<file path="config.mk">
export PLATFORM = sky130hd
export DESIGN_NAME = muldiv_unit
export DESIGN_NICKNAME = d
export VERILOG_FILES = /design/src/rtl/muldiv_unit.sv
export SDC_FILE = /design/constraint.sdc
export NUM_CORES = 1
export LEC_CHECK = 0
export CAP_MARGIN = 20
export CORE_MARGIN = 8
export CORE_UTILIZATION = 47
export CTS_CLUSTER_SIZE = 24
export DETAILED_ROUTE_END_ITERATION = 10
export PLACE_DENSITY = 0.69
export SYNTH_ARGS = -nofsm -noshare
export SYNTH_HDL_FRONTEND = slang
export SYNTH_SLANG_ARGS = --single-unit
</file>
<file path="constraint.sdc">
create_clock -name clk -period 10.79 [get_ports clk]
set_clock_uncertainty 0.05 [all_clocks]
set_input_delay 2.158 -clock clk [delete_from_list [all_inputs] [get_ports clk]]
set_output_delay 2.158 -clock clk [all_outputs]
set_load 0.02 [all_outputs]
</file>
<file path="src/rtl/muldiv_unit.sv">
// Iterative 32x32 multiply / divide unit with architectural HI/LO registers.
// Shift-add multiply and restoring divide, one step per cycle, then a sign-fix cycle.
//
// state  | meaning
// IDLE   | waiting; accepts MULT/DIV starts, MTHI/MTLO writes complete here
// MUL    | 32 shift-add steps, LSB-first over the multiplier
// DIV    | 32 restoring-divide steps, one quotient bit per step
// FIX    | sign correction and corner cases, write HI/LO, pulse done
module muldiv_unit (
  input  logic        clk,
  input  logic        rst,
  input  logic        start,
  input  logic [2:0]  op,
  input  logic [31:0] x,
  input  logic [31:0] y,
  input  logic        flush,
  output logic        busy,
  output logic        done,
  output logic [31:0] hi,
  output logic [31:0] lo,
  output logic        div_zero
);

  typedef enum logic [1:0] {S_IDLE, S_MUL, S_DIV, S_FIX} state_t;

  state_t      state, state_nxt;
  logic        accept;
  logic        is_signed;
  logic [31:0] x_mag, y_mag;

  logic [63:0] acc;
  logic [63:0] mcand;
  logic [31:0] opa;
  logic [31:0] opb;
  logic [31:0] rem;
  logic [31:0] x_orig;
  logic [4:0]  cnt;
  logic        neg_q, neg_r, zflag, is_div;

  logic [32:0] rem_sh, diff;
  logic [63:0] prod_fix;
  logic [31:0] quot_fix, rem_fix;

  assign accept    = (state == S_IDLE) && start && !flush;
  assign is_signed = ~op[0];
  assign x_mag     = (is_signed && x[31]) ? (~x + 32'd1) : x;
  assign y_mag     = (is_signed && y[31]) ? (~y + 32'd1) : y;
  assign busy      = (state != S_IDLE);

  // Partial remainder never exceeds the divisor, so a 33-bit subtract
  // leaves the borrow in bit 32.
  assign rem_sh = {rem, opa[31]};
  assign diff   = rem_sh - {1'b0, opb};

  assign prod_fix = neg_q ? (~acc + 64'd1) : acc;
  assign quot_fix = neg_q ? (~opa + 32'd1) : opa;
  assign rem_fix  = neg_r ? (~rem + 32'd1) : rem;

  always_ff @(posedge clk or posedge rst) begin
    if (rst) state <= S_IDLE;
    else     state <= state_nxt;
  end

  always_comb begin
    state_nxt = state;
    case (state)
      S_IDLE: begin
        if (accept && (op == 3'd0 || op == 3'd1)) state_nxt = S_MUL;
        if (accept && (op == 3'd2 || op == 3'd3)) state_nxt = S_DIV;
      end
      S_MUL:   if (cnt == 5'd31) state_nxt = S_FIX;
      S_DIV:   if (cnt == 5'd31) state_nxt = S_FIX;
      S_FIX:   state_nxt = S_IDLE;
      default: state_nxt = S_IDLE;
    endcase
    if (flush) state_nxt = S_IDLE;
  end

  always_ff @(posedge clk or posedge rst) begin
    if (rst) begin
      hi       <= '0;
      lo       <= '0;
      done     <= 1'b0;
      div_zero <= 1'b0;
      acc      <= '0;
      mcand    <= '0;
      opa      <= '0;
      opb      <= '0;
      rem      <= '0;
      x_orig   <= '0;
      cnt      <= '0;
      neg_q    <= 1'b0;
      neg_r    <= 1'b0;
      zflag    <= 1'b0;
      is_div   <= 1'b0;
    end else begin
      done <= 1'b0;
      case (state)
        S_IDLE: begin
          if (accept) begin
            case (op)
              3'd0, 3'd1: begin
                mcand  <= {32'd0, x_mag};
                opb    <= y_mag;
                acc    <= '0;
                cnt    <= '0;
                neg_q  <= is_signed & (x[31] ^ y[31]);
                neg_r  <= 1'b0;
                zflag  <= 1'b0;
                is_div <= 1'b0;
              end
              3'd2, 3'd3: begin
                opa    <= x_mag;
                opb    <= y_mag;
                rem    <= '0;
                cnt    <= '0;
                neg_q  <= is_signed & (x[31] ^ y[31]);
                neg_r  <= is_signed & x[31];
                zflag  <= (y == 32'd0);
                x_orig <= x;
                is_div <= 1'b1;
              end
              3'd4:    hi <= x;
              3'd5:    lo <= x;
              default: ;
            endcase
          end
        end
        S_MUL: begin
          if (opb[cnt]) acc <= acc + mcand;
          mcand <= mcand << 1;
          cnt   <= cnt + 5'd1;
        end
        S_DIV: begin
          if (diff[32]) begin
            rem <= rem_sh[31:0];
            opa <= {opa[30:0], 1'b0};
          end else begin
            rem <= diff[31:0];
            opa <= {opa[30:0], 1'b1};
          end
          cnt <= cnt + 5'd1;
        end
        S_FIX: begin
          if (!flush) begin
            if (!is_div) begin
              hi <= prod_fix[63:32];
              lo <= prod_fix[31:0];
            end else if (zflag) begin
              hi <= x_orig;
              lo <= 32'hFFFF_FFFF;
            end else begin
              hi <= rem_fix;
              lo <= quot_fix;
            end
            div_zero <= is_div & zflag;
            done     <= 1'b1;
          end
        end
        default: ;
      endcase
    end
  end

endmodule
</file>
==> impl_metrics.prom, run 1 <==
# TYPE chip_impl_metric gauge
chip_impl_metric{name="finalSetupViolations",unit=""} 0
chip_impl_metric{name="worstHoldPathCells",unit=""} 2
chip_impl_info{name="cp_cell_sequence",value="clkdlybuf4s50_1, or4b_2, buf_4, o22ai_4, buf_4, nand2_2, buf_4, nor2_1, nand4_1, o31ai_1, a21oi_1, nand3_1"} 1
chip_impl_info{name="cts_tree",value="built"} 1
chip_impl_metric{name="route.detailed.wl_per_inst",unit="um"} 22.5
chip_impl_metric{name="cts_resized",unit=""} 0
chip_impl_metric{name="place.gp.congestion",unit=""} 0.988
chip_impl_metric{name="crit_path_cell_count",unit=""} 12
chip_impl_metric{name="port-buffer-count",unit=""} 137
chip_impl_metric{name="synth_area_per_cell",unit="um2"} 8.31
chip_impl_metric{name="post-route-drc-count",unit=""} 0
chip_impl_metric{name="die_y",unit="um"} 242
chip_impl_metric{name="synth_async_sr_flop_share",unit=""} 1.00
chip_impl_info{name="worst_setup_path_end_kind",value="flop"} 1
chip_impl_metric{name="max_cap_violations",unit=""} 0
chip_impl_metric{name="cts_post_setup_buffers_inserted",unit=""} 0
chip_impl_metric{name="cts-buffers-inserted",unit=""} 40
chip_impl_metric{name="clock.fmax",unit="MHz"} 181
chip_impl_metric{name="grt_use_total",unit=""} 0.272
chip_impl_metric{name="max_stage_delay",unit="ns"} 0.76
chip_impl_metric{name="totalPowerFinal",unit="uW"} 6320
chip_impl_info{name="family_with_the_most_delay_on_the_worst_path",value="buffers and inverters"} 1
chip_impl_info{name="hold_path_startpoint",value="x_orig[21]"} 1
chip_impl_metric{name="floorplan.initialDensity",unit=""} 0.473
chip_impl_metric{name="ff2ff_path_depth",unit=""} 15
chip_impl_metric{name="grt_max_degree",unit=""} 164
chip_impl_metric{name="fin_crit_sh",unit=""} 0.511
chip_impl_info{name="synth_largest_area_cell",value="sky130_fd_sc_hd__dfrtp_1"} 1
chip_impl_metric{name="postSynthRegisterBits",unit=""} 333
chip_impl_metric{name="antenna_found_initial",unit=""} 4
chip_impl_metric{name="vdd.ir_drop.worst",unit="mV"} 0.120
chip_impl_metric{name="report.final.slew_viol_count",unit=""} 0
chip_impl_metric{name="power.static_leakage",unit="uW"} 0.0123
chip_impl_metric{name="cts_num_sinks",unit=""} 333
chip_impl_info{name="synth.area.top_cells",value="sky130_fd_sc_hd__dfrtp_1 35%, sky130_fd_sc_hd__nand2_1 6.1%, sky130_fd_sc_hd__o21ai_0 5.6%"} 1
chip_impl_metric{name="critical_path_arrival",unit="ns"} 5.97
chip_impl_metric{name="cts_hold_buf",unit=""} 0
chip_impl_metric{name="synth_sequential_area_ratio",unit=""} 0.346
chip_impl_metric{name="worst-slew-pin-transition",unit="ns"} 1.13
chip_impl_metric{name="clk-insertion-delay-late",unit="ns"} 0.58
chip_impl_metric{name="core_region_area",unit="um2"} 51000
chip_impl_info{name="min_to",value="x_orig[21]"} 1
chip_impl_metric{name="synth_cells",unit=""} 2901
chip_impl_info{name="rsz_0062_raised_after_global_routing",value="false"} 1
chip_impl_info{name="layout_common_cells",value="391 x sky130_fd_sc_hd__nand2_1, 331 x sky130_fd_sc_hd__dfrtp_1, 269 x sky130_fd_sc_hd__o21ai_0"} 1
chip_impl_metric{name="routed_wirelength",unit="um"} 82400
chip_impl_info{name="dominantRegCellSynth",value="sky130_fd_sc_hd__dfrtp_1"} 1
chip_impl_metric{name="final_nets",unit=""} 3131
chip_impl_metric{name="grt_pass1_wl",unit="um"} 129000
chip_impl_info{name="hold_path_class",value="reg -> reg"} 1
chip_impl_metric{name="clk_transition_reported_paths",unit="ns"} 0.06
chip_impl_metric{name="post_synth_edffs",unit=""} 0
chip_impl_metric{name="final-hold-violation-count",unit=""} 0
chip_impl_info{name="reg2reg_from",value="state[0]"} 1
chip_impl_metric{name="initialDrtViolationCount",unit=""} 2319
chip_impl_metric{name="layout_cells_sized_above_1",unit=""} 0.0600
chip_impl_metric{name="cts-htree-levels",unit=""} 2
chip_impl_metric{name="min_tclk_post_route",unit="ns"} 5.52
chip_impl_metric{name="die_w",unit="um"} 242
chip_impl_metric{name="num_vias",unit=""} 22600
chip_impl_metric{name="reg2reg_setup_slack",unit="ns"} 6.16
chip_impl_metric{name="syn2layout_area_growth",unit="%"} 13.8
chip_impl_metric{name="hpwl",unit="um"} 61700
chip_impl_metric{name="worst_ep_required_time",unit="ns"} 11.25
chip_impl_metric{name="synth.top_cell.area_share",unit=""} 0.346
chip_impl_metric{name="synth_cell_type_count",unit=""} 80
chip_impl_metric{name="drtAntennaViolNets",unit=""} 0
chip_impl_info{name="cpMostUsedCell",value="sky130_fd_sc_hd__buf_4"} 1
chip_impl_info{name="clock_tree.root_cell",value="sky130_fd_sc_hd__clkbuf_16"} 1
chip_impl_info{name="most_frequent_standard_cell_in_the_layout_excluding_fill_and_tap_cells",value="sky130_fd_sc_hd__nand2_1"} 1
chip_impl_metric{name="timing.setup.tns",unit="ns"} 0
chip_impl_info{name="status",value="finished clean"} 1
chip_impl_metric{name="worst_slew_margin_rel",unit=""} 0.246
chip_impl_metric{name="crit_fanout",unit=""} 88
chip_impl_metric{name="placement_rows",unit=""} 83
chip_impl_metric{name="cts_max_path_buffers",unit=""} 3
chip_impl_info{name="timing.critical_path.from_type",value="input pin"} 1
chip_impl_metric{name="first_global_vias",unit=""} 21800
chip_impl_metric{name="synthesis.yosys.warnings",unit=""} 0
chip_impl_metric{name="vias_per_cell",unit=""} 6.15
chip_impl_metric{name="post-route-cell-area",unit="um2"} 27400
chip_impl_info{name="setup.worst_path.class",value="in -> reg"} 1
chip_impl_metric{name="fp.dieArea",unit="um2"} 58800
chip_impl_metric{name="path_buf_inv",unit=""} 4
chip_impl_metric{name="grt_overflow",unit=""} 0
chip_impl_metric{name="detailed_place.area",unit="um2"} 26100
chip_impl_metric{name="dr.pass1.iters",unit=""} 6
chip_impl_metric{name="mapped_nets",unit=""} 3080
chip_impl_metric{name="power.density",unit="nW/um2"} 230
chip_impl_metric{name="num_io_pins",unit=""} 138
chip_impl_info{name="critPathSlowestCell",value="sky130_fd_sc_hd__buf_4"} 1
chip_impl_info{name="capture_point_of_the_worst_reg_to_reg_path",value="acc[46]"} 1
chip_impl_metric{name="mappedNetlistArea",unit="um2"} 24100
[tightest hold or removal path, stage by stage (launching register included)]
cell and delay (ns):
sky130_fd_sc_hd__dfrtp_1 0.34, sky130_fd_sc_hd__nand2_1 0.04, sky130_fd_sc_hd__o21ai_0 0.06
[sequential cells by signal, indices dropped and copies added (netlist names), 2 cells and up]
| signal | count |
|---|---|
| acc | 64 |
| mcand | 64 |
| hi | 32 |
| lo | 32 |
| opa | 32 |
| opb | 32 |
| rem | 32 |
| x_orig | 32 |
| cnt | 5 |
| state | 2 |
[layer usage]
| metal | GRT usage | vias up | wire length [um] |
|---|---|---|---|
| li1 | - | 10500 | - |
| met1 | 0.377 | 10900 | 36400 |
| met2 | 0.419 | 945 | 36200 |
| met3 | 0.0467 | 172 | 6370 |
| met4 | 0.110 | 2 | 3390 |
| met5 | 0 | - | 13 |
[cell families after synthesis]
| logic type | count (synthesis) | share of synthesized area |
|---|---|---|
| buf+inv | 241 | 0.0380 |
| fa+ha+maj | 108 | 0.0567 |
| mux | 146 | 0.0672 |
| flops | 333 | 0.346 |
| compound gates | 866 | 0.218 |
| simple gates | 949 | 0.181 |
| xor+xnor | 258 | 0.0937 |
[how the worst max path moves through the flow]
stage,startpoint,end,slack (ns)
finish,flush,acc[46],5.27
global route,flush,acc[46],5.00
CTS,flush,acc[46],5.34
detailed placement,flush,acc[46],4.75
global placement,flush,acc[46],4.86
floorplan,rst,acc[0],4.13
[synthesized netlist by cell type (72+ instances only)]
| cell type | n |
|---|---|
| sky130_fd_sc_hd__xor2_1 | 116 |
| sky130_fd_sc_hd__nor2_1 | 230 |
| sky130_fd_sc_hd__clkbuf_1 | 132 |
| sky130_fd_sc_hd__nand2_1 | 393 |
| sky130_fd_sc_hd__a21oi_1 | 269 |
| sky130_fd_sc_hd__mux2i_1 | 109 |
| sky130_fd_sc_hd__xnor2_1 | 142 |
| sky130_fd_sc_hd__inv_1 | 82 |
| sky130_fd_sc_hd__o21ai_0 | 270 |
| sky130_fd_sc_hd__o31ai_1 | 72 |
| sky130_fd_sc_hd__dfrtp_1 | 333 |
| sky130_fd_sc_hd__ha_1 | 106 |
[layout make-up]
type | instances | area (um2)
multi-input cells | 2327 | 14900
well taps | 680 | 851
fillers | 4759 | 23500
clock inverters | 12 | 121
flip-flops and latches | 333 | 8340
inverters | 83 | 315
diodes | 3 | 7.51
clock buffers | 61 | 1240
repair buffers | 167 | 1620
[power breakdown]
group	total (uW)	internal, uW	leakage, uW	switching [uW]
sequential	2040	1600	0.00421	443
clock	1420	841	0.000682	579
combinational	2860	1140	0.00745	1720
total	6320	3580	0.0123	2740
[per-stage QoR]
step | cells | worst slack [ns] | hold WS, ns | util
after floorplan | 2901 | 4.13 | 0.391 | -
after global placement | 3587 | 4.86 | 0.406 | 0.511
after detailed placement | 3588 | 4.75 | 0.418 | 0.511
after CTS | 3661 | 5.34 | 0.433 | 0.538
after global routing | 3664 | 5.00 | 0.459 | 0.538
final | 3666 | 5.27 | 0.426 | 0.538
No activity file was read; power rests on OpenSTA's default activity.
==> run 2: changes to the inputs <==
--- a/config.mk
+++ b/config.mk
@@ -10,7 +10,7 @@
 export CORE_UTILIZATION = 47
 export CTS_CLUSTER_SIZE = 24
 export DETAILED_ROUTE_END_ITERATION = 10
-export PLACE_DENSITY = 0.69
+export PLACE_DENSITY = 0.66
 export SYNTH_ARGS = -nofsm -noshare
 export SYNTH_HDL_FRONTEND = slang
 export SYNTH_SLANG_ARGS = --single-unit
==> constraint.sdc (replaced) <==
create_clock -name clk -period 5.7 [get_ports clk]
set_clock_uncertainty 0.05 [all_clocks]
set_input_delay 1.14 -clock clk [delete_from_list [all_inputs] [get_ports clk]]
set_output_delay 1.14 -clock clk [all_outputs]
set_load 0.02 [all_outputs]
==> run 2 against run 1 <==
Net effect: die area stayed put; design area hardly changed; first-iteration DRC count is 8.2% lower; total power is 88% higher; clock power is 85% higher; core utilization hardly changed; sequential share of layout area hardly changed; cell count is 0.14% lower; critical endpoint is now rem[15].
==> impl_metrics.prom, run 2 (synthesized netlist as in run 1, its figures left out) <==
# TYPE chip_impl_metric gauge
chip_impl_metric{name="fp.dieArea",unit="um2"} 58800
chip_impl_info{name="layout_common_cells",value="391 x sky130_fd_sc_hd__nand2_1, 331 x sky130_fd_sc_hd__dfrtp_1, 269 x sky130_fd_sc_hd__o21ai_0"} 1
chip_impl_info{name="cpMostUsedCell",value="sky130_fd_sc_hd__o21ai_0"} 1
chip_impl_metric{name="worst_ep_required_time",unit="ns"} 6.06
chip_impl_info{name="family_with_the_most_delay_on_the_worst_path",value="compound AO/OA/AOI/OAI gates"} 1
chip_impl_metric{name="hpwl",unit="um"} 62500
chip_impl_metric{name="dr.pass1.iters",unit=""} 6
chip_impl_info{name="cts_tree",value="built"} 1
chip_impl_metric{name="max_cap_violations",unit=""} 0
chip_impl_metric{name="worstHoldPathCells",unit=""} 2
chip_impl_metric{name="grt_overflow",unit=""} 0
chip_impl_metric{name="fin_crit_sh",unit=""} 0.804
chip_impl_metric{name="internal-power",unit="uW"} 6740
chip_impl_metric{name="switching_power",unit="uW"} 5170
chip_impl_info{name="hold_path_class",value="reg -> reg"} 1
chip_impl_metric{name="met2_usage",unit=""} 0.413
chip_impl_metric{name="critical_path_arrival",unit="ns"} 4.94
chip_impl_metric{name="drtAntennaViolNets",unit=""} 0
chip_impl_metric{name="timing.setup.tns",unit="ns"} 0
chip_impl_metric{name="vdd.ir_drop.worst",unit="mV"} 0.216
chip_impl_metric{name="worst_slew_margin_rel",unit=""} 0.185
chip_impl_metric{name="placement_rows",unit=""} 83
chip_impl_metric{name="num_io_pins",unit=""} 138
chip_impl_info{name="worst_setup_path_end_kind",value="flop"} 1
chip_impl_metric{name="power.density",unit="nW/um2"} 434
chip_impl_metric{name="final-hold-violation-count",unit=""} 0
chip_impl_metric{name="grt_max_degree",unit=""} 124
chip_impl_info{name="most_frequent_standard_cell_in_the_layout_excluding_fill_and_tap_cells",value="sky130_fd_sc_hd__nand2_1"} 1
chip_impl_metric{name="first_global_vias",unit=""} 21100
chip_impl_metric{name="cts_max_path_buffers",unit=""} 3
chip_impl_info{name="timing.critical_path.from_type",value="flop"} 1
chip_impl_metric{name="insertedDiodeCount",unit=""} 0
chip_impl_info{name="status",value="finished clean"} 1
chip_impl_metric{name="die_w",unit="um"} 242
chip_impl_metric{name="cts_post_setup_buffers_inserted",unit=""} 0
chip_impl_metric{name="post-route-drc-count",unit=""} 0
chip_impl_metric{name="die_y",unit="um"} 242
chip_impl_metric{name="crit_path_cell_count",unit=""} 14
chip_impl_metric{name="clk_transition_reported_paths",unit="ns"} 0.06
chip_impl_metric{name="clk-insertion-delay-late",unit="ns"} 0.58
chip_impl_metric{name="switching_fraction_of_total_power",unit=""} 0.434
chip_impl_metric{name="initialDrtViolationCount",unit=""} 2128
chip_impl_metric{name="route.detailed.wl_per_inst",unit="um"} 22.6
chip_impl_metric{name="syn2layout_area_growth",unit="%"} 13.8
chip_impl_info{name="top_registers",value="acc (64), mcand (64)"} 1
chip_impl_metric{name="power_frac_seq",unit=""} 0.323
chip_impl_info{name="grt_most_used_layer",value="met2"} 1
chip_impl_metric{name="report.final.slew_viol_count",unit=""} 0
chip_impl_metric{name="totalPowerFinal",unit="uW"} 11900
chip_impl_metric{name="vias_per_cell",unit=""} 6.11
chip_impl_info{name="setup.worst_path.class",value="reg -> reg"} 1
chip_impl_metric{name="power.share.clock",unit=""} 0.220
chip_impl_metric{name="power_frac_comb",unit=""} 0.457
chip_impl_metric{name="antenna_found_initial",unit=""} 1
chip_impl_metric{name="cts_num_sinks",unit=""} 333
chip_impl_metric{name="cts_hold_buf",unit=""} 0
chip_impl_metric{name="final_nets",unit=""} 3133
chip_impl_metric{name="power.static_leakage",unit="uW"} 0.0123
chip_impl_metric{name="worst-slew-pin-transition",unit="ns"} 1.22
chip_impl_metric{name="floorplan.initialDensity",unit=""} 0.473
chip_impl_info{name="cp_cell_sequence",value="inv_1, ha_1, fa_1, nor2b_1, o31ai_1, a21oi_1, a211oi_1, o211a_1, o21ai_0, a2111oi_0, nand4bb_2, buf_4, mux2i_1, o21ai_0"} 1
chip_impl_metric{name="max_stage_delay",unit="ns"} 0.72
chip_impl_metric{name="min_tclk_post_route",unit="ns"} 4.58
chip_impl_metric{name="cts-buffers-inserted",unit=""} 41
chip_impl_metric{name="clock.fmax",unit="MHz"} 218
chip_impl_metric{name="cts_resized",unit=""} 0
chip_impl_metric{name="grt_use_total",unit=""} 0.271
chip_impl_metric{name="layout_cells_sized_above_1",unit=""} 0.0587
chip_impl_info{name="clock_tree.root_cell",value="sky130_fd_sc_hd__clkbuf_16"} 1
chip_impl_info{name="rsz_0062_raised_after_global_routing",value="false"} 1
chip_impl_metric{name="ff2ff_path_depth",unit=""} 14
chip_impl_metric{name="cts-htree-levels",unit=""} 2
chip_impl_metric{name="grt_use_met3",unit=""} 0.0498
chip_impl_metric{name="global_route.usage.met1",unit=""} 0.379
chip_impl_metric{name="num_vias",unit=""} 22400
chip_impl_metric{name="core_region_area",unit="um2"} 51000
chip_impl_metric{name="place.gp.congestion",unit=""} 0.972
chip_impl_metric{name="path_buf_inv",unit=""} 2
chip_impl_metric{name="crit_fanout",unit=""} 38
chip_impl_metric{name="port-buffer-count",unit=""} 137
chip_impl_metric{name="grt_pass1_wl",unit="um"} 127000
chip_impl_info{name="critPathSlowestCell",value="sky130_fd_sc_hd__a211oi_1"} 1
chip_impl_metric{name="finalSetupViolations",unit=""} 0
chip_impl_metric{name="routed_wirelength",unit="um"} 82800
## run 2: cell count changes in the layout (fill, tap and decap cells not counted), sizes merged
cell	previous run	this run
clkinvlp	1	2
clkinv	8	5
clkbuf	61	60
diode	3	0
buf	30	31
## run 2: worst paths after layout
path                         start         to  slack [ns]
max                        opa[31]    rem[15]        1.12
max reg2reg                opa[31]    rem[15]        1.12
min reg2reg                  hi[7]      hi[7]        0.43
max in group asynchronous      rst  mcand[36]        3.39
min                          hi[7]      hi[7]        0.43
min in group asynchronous      rst    rem[11]        1.00
## run 2: worst min-delay path: cells and delay by family (launching register included)
kind | cells | cell delay [ns]
AO/OA/AOI/OAI | 1 | 0.06
flip-flops | 1 | 0.34
AND/OR/NAND/NOR | 1 | 0.04
## run 2: layer usage
metal,up-vias,part of all wire
met5,-,0.00013
met4,2,0.041
met2,867,0.44
met3,151,0.076
li1,10500,-
met1,10900,0.44
## run 2: power groups by stage
stage / Combinational, uW / Sequential [uW] / Clock [uW]
floorplan: 3470 / 3770 / 0
global placement: 5270 / 3830 / 0
detailed placement: 5360 / 3860 / 0
CTS: 5380 / 3830 / 2670
global route: 5910 / 3920 / 2750
finish: 5440 / 3840 / 2620
## run 2: final cells by class
class	count	area, um2
fill	4749	23600
tap	680	851
clock inverter	10	110
multi-input combinational	2327	14900
clock buffer	60	1210
timing repair buffer	168	1670
sequential	333	8340
inverter	83	315
## run 2: through the flow
stage | hold WS, ns | setup WS, ns | util | cells | instance area [um2]
after global routing | 0.453 | 0.905 | 0.538 | 3661 | 27400
after detailed placement | 0.415 | 1.27 | 0.512 | 3589 | 26100
after global placement | 0.410 | 1.34 | 0.511 | 3588 | 26100
final | 0.425 | 1.12 | 0.538 | 3661 | 27400
after CTS | 0.427 | 1.26 | 0.538 | 3659 | 27400
after floorplan | 0.391 | 0.0614 | - | 2901 | 24100
==> run 3: changes to the inputs <==
--- a/config.mk
+++ b/config.mk
@@ -10,7 +10,7 @@
 export CORE_UTILIZATION = 47
 export CTS_CLUSTER_SIZE = 24
 export DETAILED_ROUTE_END_ITERATION = 10
-export PLACE_DENSITY = 0.66
+export PLACE_DENSITY = 0.69
 export SYNTH_ARGS = -nofsm -noshare
 export SYNTH_HDL_FRONTEND = slang
 export SYNTH_SLANG_ARGS = --single-unit
==> constraint.sdc (replaced) <==
create_clock -name clk -period 3.7 [get_ports clk]
set_clock_uncertainty 0.05 [all_clocks]
set_input_delay 0.74 -clock clk [delete_from_list [all_inputs] [get_ports clk]]
set_output_delay 0.74 -clock clk [all_outputs]
set_load 0.02 [all_outputs]
==> run 3 against run 2 <==
Net effect: sequential cell count stayed put; non-clock buffer count grew 211; sequential share of layout area decreased by 2.0 points; combinational power up 75%; cell count increased by 5.8%; critical path depth down 4; count of clock-buffer cells in the layout up 1; core utilization increased by 3.9 points; critical path type unchanged; critical endpoint is now hi[29]; largest cell class unchanged; largest power group unchanged.
==> impl_metrics.prom, run 3 (synthesized netlist as in run 1, its figures left out) <==
# TYPE chip_impl_metric gauge
chip_impl_metric{name="hold_ws",unit="ns"} 0.432
chip_impl_info{name="cp_cell_sequence",value="or4_4, or4_4, or3_4, or4b_4, or3_4, buf_6, o21ai_0, xnor2_1, o221ai_1, o21ai_0"} 1
chip_impl_info{name="crit_path_end",value="hi[29]"} 1
chip_impl_info{name="capture_point_of_the_worst_reg_to_reg_path",value="hi[29]"} 1
chip_impl_metric{name="port-buffer-count",unit=""} 137
chip_impl_metric{name="dr.pass1.iters",unit=""} 6
chip_impl_info{name="clock_tree.root_cell",value="sky130_fd_sc_hd__clkbuf_16"} 1
chip_impl_info{name="hold_path_class",value="reg -> reg"} 1
chip_impl_metric{name="die_y",unit="um"} 242
chip_impl_metric{name="reg2reg_setup_slack",unit="ns"} 0.02
chip_impl_info{name="rsz_0062_raised_after_global_routing",value="true"} 1
chip_impl_metric{name="crit_fanout",unit=""} 4
chip_impl_metric{name="max_cap_violations",unit=""} 0
chip_impl_metric{name="worst-slew-pin-transition",unit="ns"} 1.03
chip_impl_metric{name="num_io_pins",unit=""} 138
chip_impl_metric{name="final_cells",unit=""} 3872
chip_impl_metric{name="cts-htree-levels",unit=""} 2
chip_impl_info{name="critPathSlowestCell",value="sky130_fd_sc_hd__or4b_4"} 1
chip_impl_metric{name="layout_cells_sized_above_1",unit=""} 0.133
chip_impl_metric{name="ff2ff_path_depth",unit=""} 10
chip_impl_metric{name="clk_transition_reported_paths",unit="ns"} 0.06
chip_impl_metric{name="critical_path_arrival",unit="ns"} 4.10
chip_impl_info{name="cp-startpoint",value="acc[17]"} 1
chip_impl_info{name="layout_common_cells",value="391 x sky130_fd_sc_hd__nand2_1, 331 x sky130_fd_sc_hd__dfrtp_1, 262 x sky130_fd_sc_hd__o21ai_0"} 1
chip_impl_metric{name="worst_slew_margin_rel",unit=""} 0.316
chip_impl_metric{name="cts_max_path_buffers",unit=""} 3
chip_impl_info{name="worst_setup_path_end_kind",value="flop"} 1
chip_impl_metric{name="finalSetupViolations",unit=""} 0
chip_impl_metric{name="cts-buffers-inserted",unit=""} 41
chip_impl_info{name="setup.worst_path.class",value="reg -> reg"} 1
chip_impl_metric{name="core_region_area",unit="um2"} 51000
chip_impl_metric{name="hpwl",unit="um"} 66600
chip_impl_metric{name="vdd.ir_drop.worst",unit="mV"} 0.319
chip_impl_info{name="status",value="finished clean"} 1
chip_impl_metric{name="cts_hold_buf",unit=""} 0
chip_impl_metric{name="final_nets",unit=""} 3344
chip_impl_info{name="reg2reg_from",value="acc[17]"} 1
chip_impl_metric{name="path_buf_inv",unit=""} 1
chip_impl_metric{name="worst_ep_required_time",unit="ns"} 4.12
chip_impl_metric{name="placement_rows",unit=""} 83
chip_impl_metric{name="initialDrtViolationCount",unit=""} 2610
chip_impl_metric{name="antenna_found_initial",unit=""} 1
chip_impl_metric{name="route.detailed.wl_per_inst",unit="um"} 22.5
chip_impl_metric{name="vias_per_cell",unit=""} 6.08
chip_impl_metric{name="min_tclk_post_route",unit="ns"} 3.68
chip_impl_metric{name="fp.dieArea",unit="um2"} 58800
chip_impl_info{name="top_registers",value="acc (64), mcand (64)"} 1
chip_impl_metric{name="numPlacedInstances",unit=""} 3796
chip_impl_metric{name="clk-insertion-delay-late",unit="ns"} 0.57
chip_impl_metric{name="worstHoldPathCells",unit=""} 2
chip_impl_metric{name="first_global_vias",unit=""} 22400
chip_impl_metric{name="num_vias",unit=""} 23500
chip_impl_metric{name="routed_wirelength",unit="um"} 87000
chip_impl_metric{name="grt_use_total",unit=""} 0.285
chip_impl_info{name="timing.critical_path.from_type",value="flop"} 1
chip_impl_metric{name="power.static_leakage",unit="uW"} 0.0135
chip_impl_metric{name="crit_path_cell_count",unit=""} 10
chip_impl_metric{name="report.final.slew_viol_count",unit=""} 0
chip_impl_metric{name="fin_crit_sh",unit=""} 0.994
chip_impl_metric{name="die_w",unit="um"} 242
chip_impl_metric{name="grt_max_degree",unit=""} 108
chip_impl_metric{name="clock.fmax",unit="MHz"} 272
chip_impl_info{name="family_with_the_most_delay_on_the_worst_path",value="simple AND/OR/NAND/NOR gates"} 1
chip_impl_metric{name="final-hold-violation-count",unit=""} 0
chip_impl_info{name="cts_tree",value="built"} 1
chip_impl_metric{name="cts_num_sinks",unit=""} 333
chip_impl_info{name="most_frequent_standard_cell_in_the_layout_excluding_fill_and_tap_cells",value="sky130_fd_sc_hd__nand2_1"} 1
chip_impl_metric{name="post-route-drc-count",unit=""} 0
chip_impl_metric{name="power.density",unit="nW/um2"} 665
chip_impl_metric{name="floorplan.initialDensity",unit=""} 0.473
chip_impl_metric{name="max_stage_delay",unit="ns"} 0.56
chip_impl_metric{name="syn2layout_area_growth",unit="%"} 22.0
chip_impl_metric{name="grt_pass1_wl",unit="um"} 134000
chip_impl_metric{name="drtAntennaViolNets",unit=""} 0
chip_impl_metric{name="place.gp.congestion",unit=""} 1.00
chip_impl_metric{name="grt_overflow",unit=""} 0
run 3: area by class of cell:
type	instances	area (um2)
tap	680	851
multi-input combinational	2327	15200
clock buffer	61	1210
antenna	1	2.50
clock inverter	8	150
inverter	83	315
timing repair buffer	379	3350
sequential	333	8340
fill	4584	21600
run 3: report_power, final:
group          switching [uW]  total (uW)  internal, uW
Clock                    1670        4200          2530
Sequential               1140        5810          4670
Combinational            5410        9540          4140
run 3: worst register-to-register path: cells and delay by family (launching register included):
kind            cells  cell delay [ns]
compound gates      3             0.50
buf+inv             1             0.15
flops               1             0.37
xor+xnor            1             0.14
simple gates        5             2.37
run 3: repair_timing:
action	in CTS	in global routing
gates cloned	0	1
pin swaps	16	14
resized for setup	19	33
setup endpoints to repair	10	66
buffers inserted	0	4
run 3: how the worst min path moves through the flow:
stage	slack (ns)	endpoint	from
4_1_cts	0.44	hi[12]	hi[12]
3_3_place_gp	0.41	x_orig[29]	x_orig[29]
6_report	0.43	hi[1]	hi[1]
2_1_floorplan	0.39	x_orig[29]	x_orig[29]
5_1_grt	0.46	hi[1]	hi[1]
3_5_place_dp	0.42	hi[12]	hi[12]
run 3: per-layer routing:
| layer | part of all wire | vias to the layer above | global-route usage |
|---|---|---|---|
| met2 | 0.43 | 1080 | 0.428 |
| li1 | - | 10900 | - |
| met5 | 0 | - | 0 |
| met4 | 0.039 | 0 | 0.107 |
| met3 | 0.080 | 192 | 0.0421 |
| met1 | 0.45 | 11300 | 0.411 |
run 3: per-stage QoR:
step | setup slack, ns | util | setup TNS [ns] | power, uW | cell area, um2
6_report | 0.0235 | 0.577 | 0 | 19600 | 29400
5_1_grt | -0.0627 | 0.577 | -0.283 | 20700 | 29400
4_1_cts | -0.0195 | 0.572 | -0.0255 | 19300 | 29200
3_5_place_dp | -0.0853 | 0.543 | -0.297 | 14900 | 27700
3_3_place_gp | -0.0845 | 0.543 | -0.239 | 14700 | 27700
2_1_floorplan | -1.54 | - | -512.36 | 11100 | 24100
==> patch: new RTL, config.mk and constraints of run 1 <==
Register the input `flush` before use, without a reset. The logic sees it one clock later. The other inputs are not delayed to match.
--- a/src/rtl/muldiv_unit.sv
+++ b/src/rtl/muldiv_unit.sv
@@ -23,6 +23,12 @@
 
   typedef enum logic [1:0] {S_IDLE, S_MUL, S_DIV, S_FIX} state_t;
 
+  logic flush_q;
+
+  always_ff @(posedge clk) begin
+    flush_q <= flush;
+  end
+
   state_t      state, state_nxt;
   logic        accept;
   logic        is_signed;
@@ -41,7 +47,7 @@
   logic [63:0] prod_fix;
   logic [31:0] quot_fix, rem_fix;
 
-  assign accept    = (state == S_IDLE) && start && !flush;
+  assign accept    = (state == S_IDLE) && start && !flush_q;
   assign is_signed = ~op[0];
   assign x_mag     = (is_signed && x[31]) ? (~x + 32'd1) : x;
   assign y_mag     = (is_signed && y[31]) ? (~y + 32'd1) : y;
@@ -73,7 +79,7 @@
       S_FIX:   state_nxt = S_IDLE;
       default: state_nxt = S_IDLE;
     endcase
-    if (flush) state_nxt = S_IDLE;
+    if (flush_q) state_nxt = S_IDLE;
   end
 
   always_ff @(posedge clk or posedge rst) begin
@@ -142,7 +148,7 @@
           cnt <= cnt + 5'd1;
         end
         S_FIX: begin
-          if (!flush) begin
+          if (!flush_q) begin
             if (!is_div) begin
               hi <= prod_fix[63:32];
               lo <= prod_fix[31:0];
Check against the original RTL: not settled (the Yosys comparison gave no result); the edit may change what the design does.
==> patch against run 1 <==
  * Area after synthesis up 1.6%
  * Global-route usage shrank 0.87 points
  * Routed wire length down 0.90%
  * Largest power group unchanged
  * Worst setup slack gained 0.11 ns
  * Total power increased by 21%
  * Count of clock-buffer cells in the layout unchanged
  * Final area up 1.0%
  * Sequential cell count is 1 higher
  * Core utilization rose by 0.098 points
  * Maximum frequency up 2.1%
  * Sequential share of layout area shrank 0.23 points
==> patch: results (changes against run 1) <==
| Metric | Value |
|---|---|
| Dominant synthesized flop cell | dfrtp_1 |
| DR WL met3 | 6270 um (-1.7%) |
| DR iter-0 viols | 2009 (-13%) |
| Initial antenna violation count | 1 (-3) |
| Arrival @ worst endpoint | 5.81 ns (-0.16 ns) |
| Number of global-route vias before repair | 21600 (-0.86%) |
| Met2 GRT Util | 0.411 (-0.00778) |
| Delay-heaviest family, CP | simple AND/OR/NAND/NOR gates |
| GRT met3 Usage | 0.0523 (+0.00558) |
| M1 wire length | 35500 um (-2.2%) |
| Vias | 22800 (+1.1%) |
| Largest net degree at the start of global routing | 91 (-45%) |
| List of most frequent post-synthesis cells | nand2_1, dfrtp_1, o21ai_0 |
| Non-filler cells, final | 3730 (+1.7%) |
| HP Start | opb[27] |
| Setup WS pre-CTS | 4.80 ns (+0.0524 ns) |
| CP Max Fanout | 90 (+2.3%) |
| Seq/Total Area, Yosys | 0.341 (-0.00464) |
| Critical Path Max Stage Delay | 0.72 ns (-0.04 ns) |
| Detail Placement HPWL | 62300 um (+0.99%) |
| Global-route wire length before repair | 126000 um (-1.8%) |
| FF+latch area | 0.00836 sq mm (+0.22%) |
| Overall Global Routing Usage | 0.264 (-0.00865) |
| Syn Nets | 3167 (+2.8%) |
| Status | completed |
| Syn avg cell area | 8.20 sq um (-1.3%) |
| Leak pwr | 11.8 nW (-4.3%) |
| Fillers | 4747 (-0.25%) |
| DR WL met2 | 36100 um (-0.33%) |
| Library cells used by synthesis | 76 (-5.0%) |
| Final Routed Wirelength | 81600 um (-0.90%) |
| Worst vdd ir | 140 uV (+17%) |
| Int Power | 4.09 mW (+14%) |
| Layout cells sized above 1 | 0.0597 (-0.000335) |
| R2R Path Start | state[1] |
| Number of diodes | 0 (-3) |
| GRT met1 Usage | 0.356 (-0.0208) |
-- patch: changes by cell type in the layout (fill, tap and decap cells not counted), moves of 8 or more --
cell,before,now
o21ai_0,269,281
nand3_1,68,83
a31oi_1,37,24
a211oi_1,12,23
o31ai_1,72,63
inv_1,81,73
nor2_1,230,269
nor4_1,21,29
-- patch: cells by family after synthesis --
group | count (synthesis) | synth area share
compound gates | 875 | 0.216
xor+xnor | 259 | 0.0926
fa+ha+maj | 109 | 0.0563
buf+inv | 254 | 0.0408
flops | 334 | 0.341
mux | 141 | 0.0622
simple gates | 1015 | 0.191
-- patch: power by group through the flow --
| stage | combinational, mW | clock [mW] | sequential (mW) |
|---|---|---|---|
| floorplan | 2.74 | 0 | 2.14 |
| global placement | 3.91 | 0 | 2.17 |
| detailed placement | 3.98 | 0 | 2.19 |
| CTS | 4.01 | 1.43 | 2.17 |
| global route | 4.43 | 1.48 | 2.24 |
| finish | 4.06 | 1.40 | 2.18 |
-- patch: cell type report --
cell class,instances,area share
clock buffer,61,0.0441
clock inverter,11,0.00497
inverter,76,0.0104
multi-input combinational,2399,0.549
sequential,334,0.302
tap,680,0.0307
timing repair buffer,169,0.0591
-- patch: path summary, 6_finish.rpt --
kind,end,slack [ns],cells past startpoint
max,acc[61],5.39,10
min,opb[27],0.43,2
max reg2reg,acc[61],5.95,12
min reg2reg,opb[27],0.43,2
max in group asynchronous,zflag,6.79,4
min in group asynchronous,opa[6],1.91,2
-- patch: worst register-to-register path, stage by stage, from the launching register on --
cell and delay (ns):
dfrtp_1 0.42, inv_1 0.13, ha_1 0.47, inv_1 0.39, or4b_2 0.74, buf_4 0.32
o22ai_4 0.19, buf_4 0.72, nand3_4 0.22, or2_2 0.62, nor3b_1 0.29, a21oi_1 0.09
o31ai_1 0.08
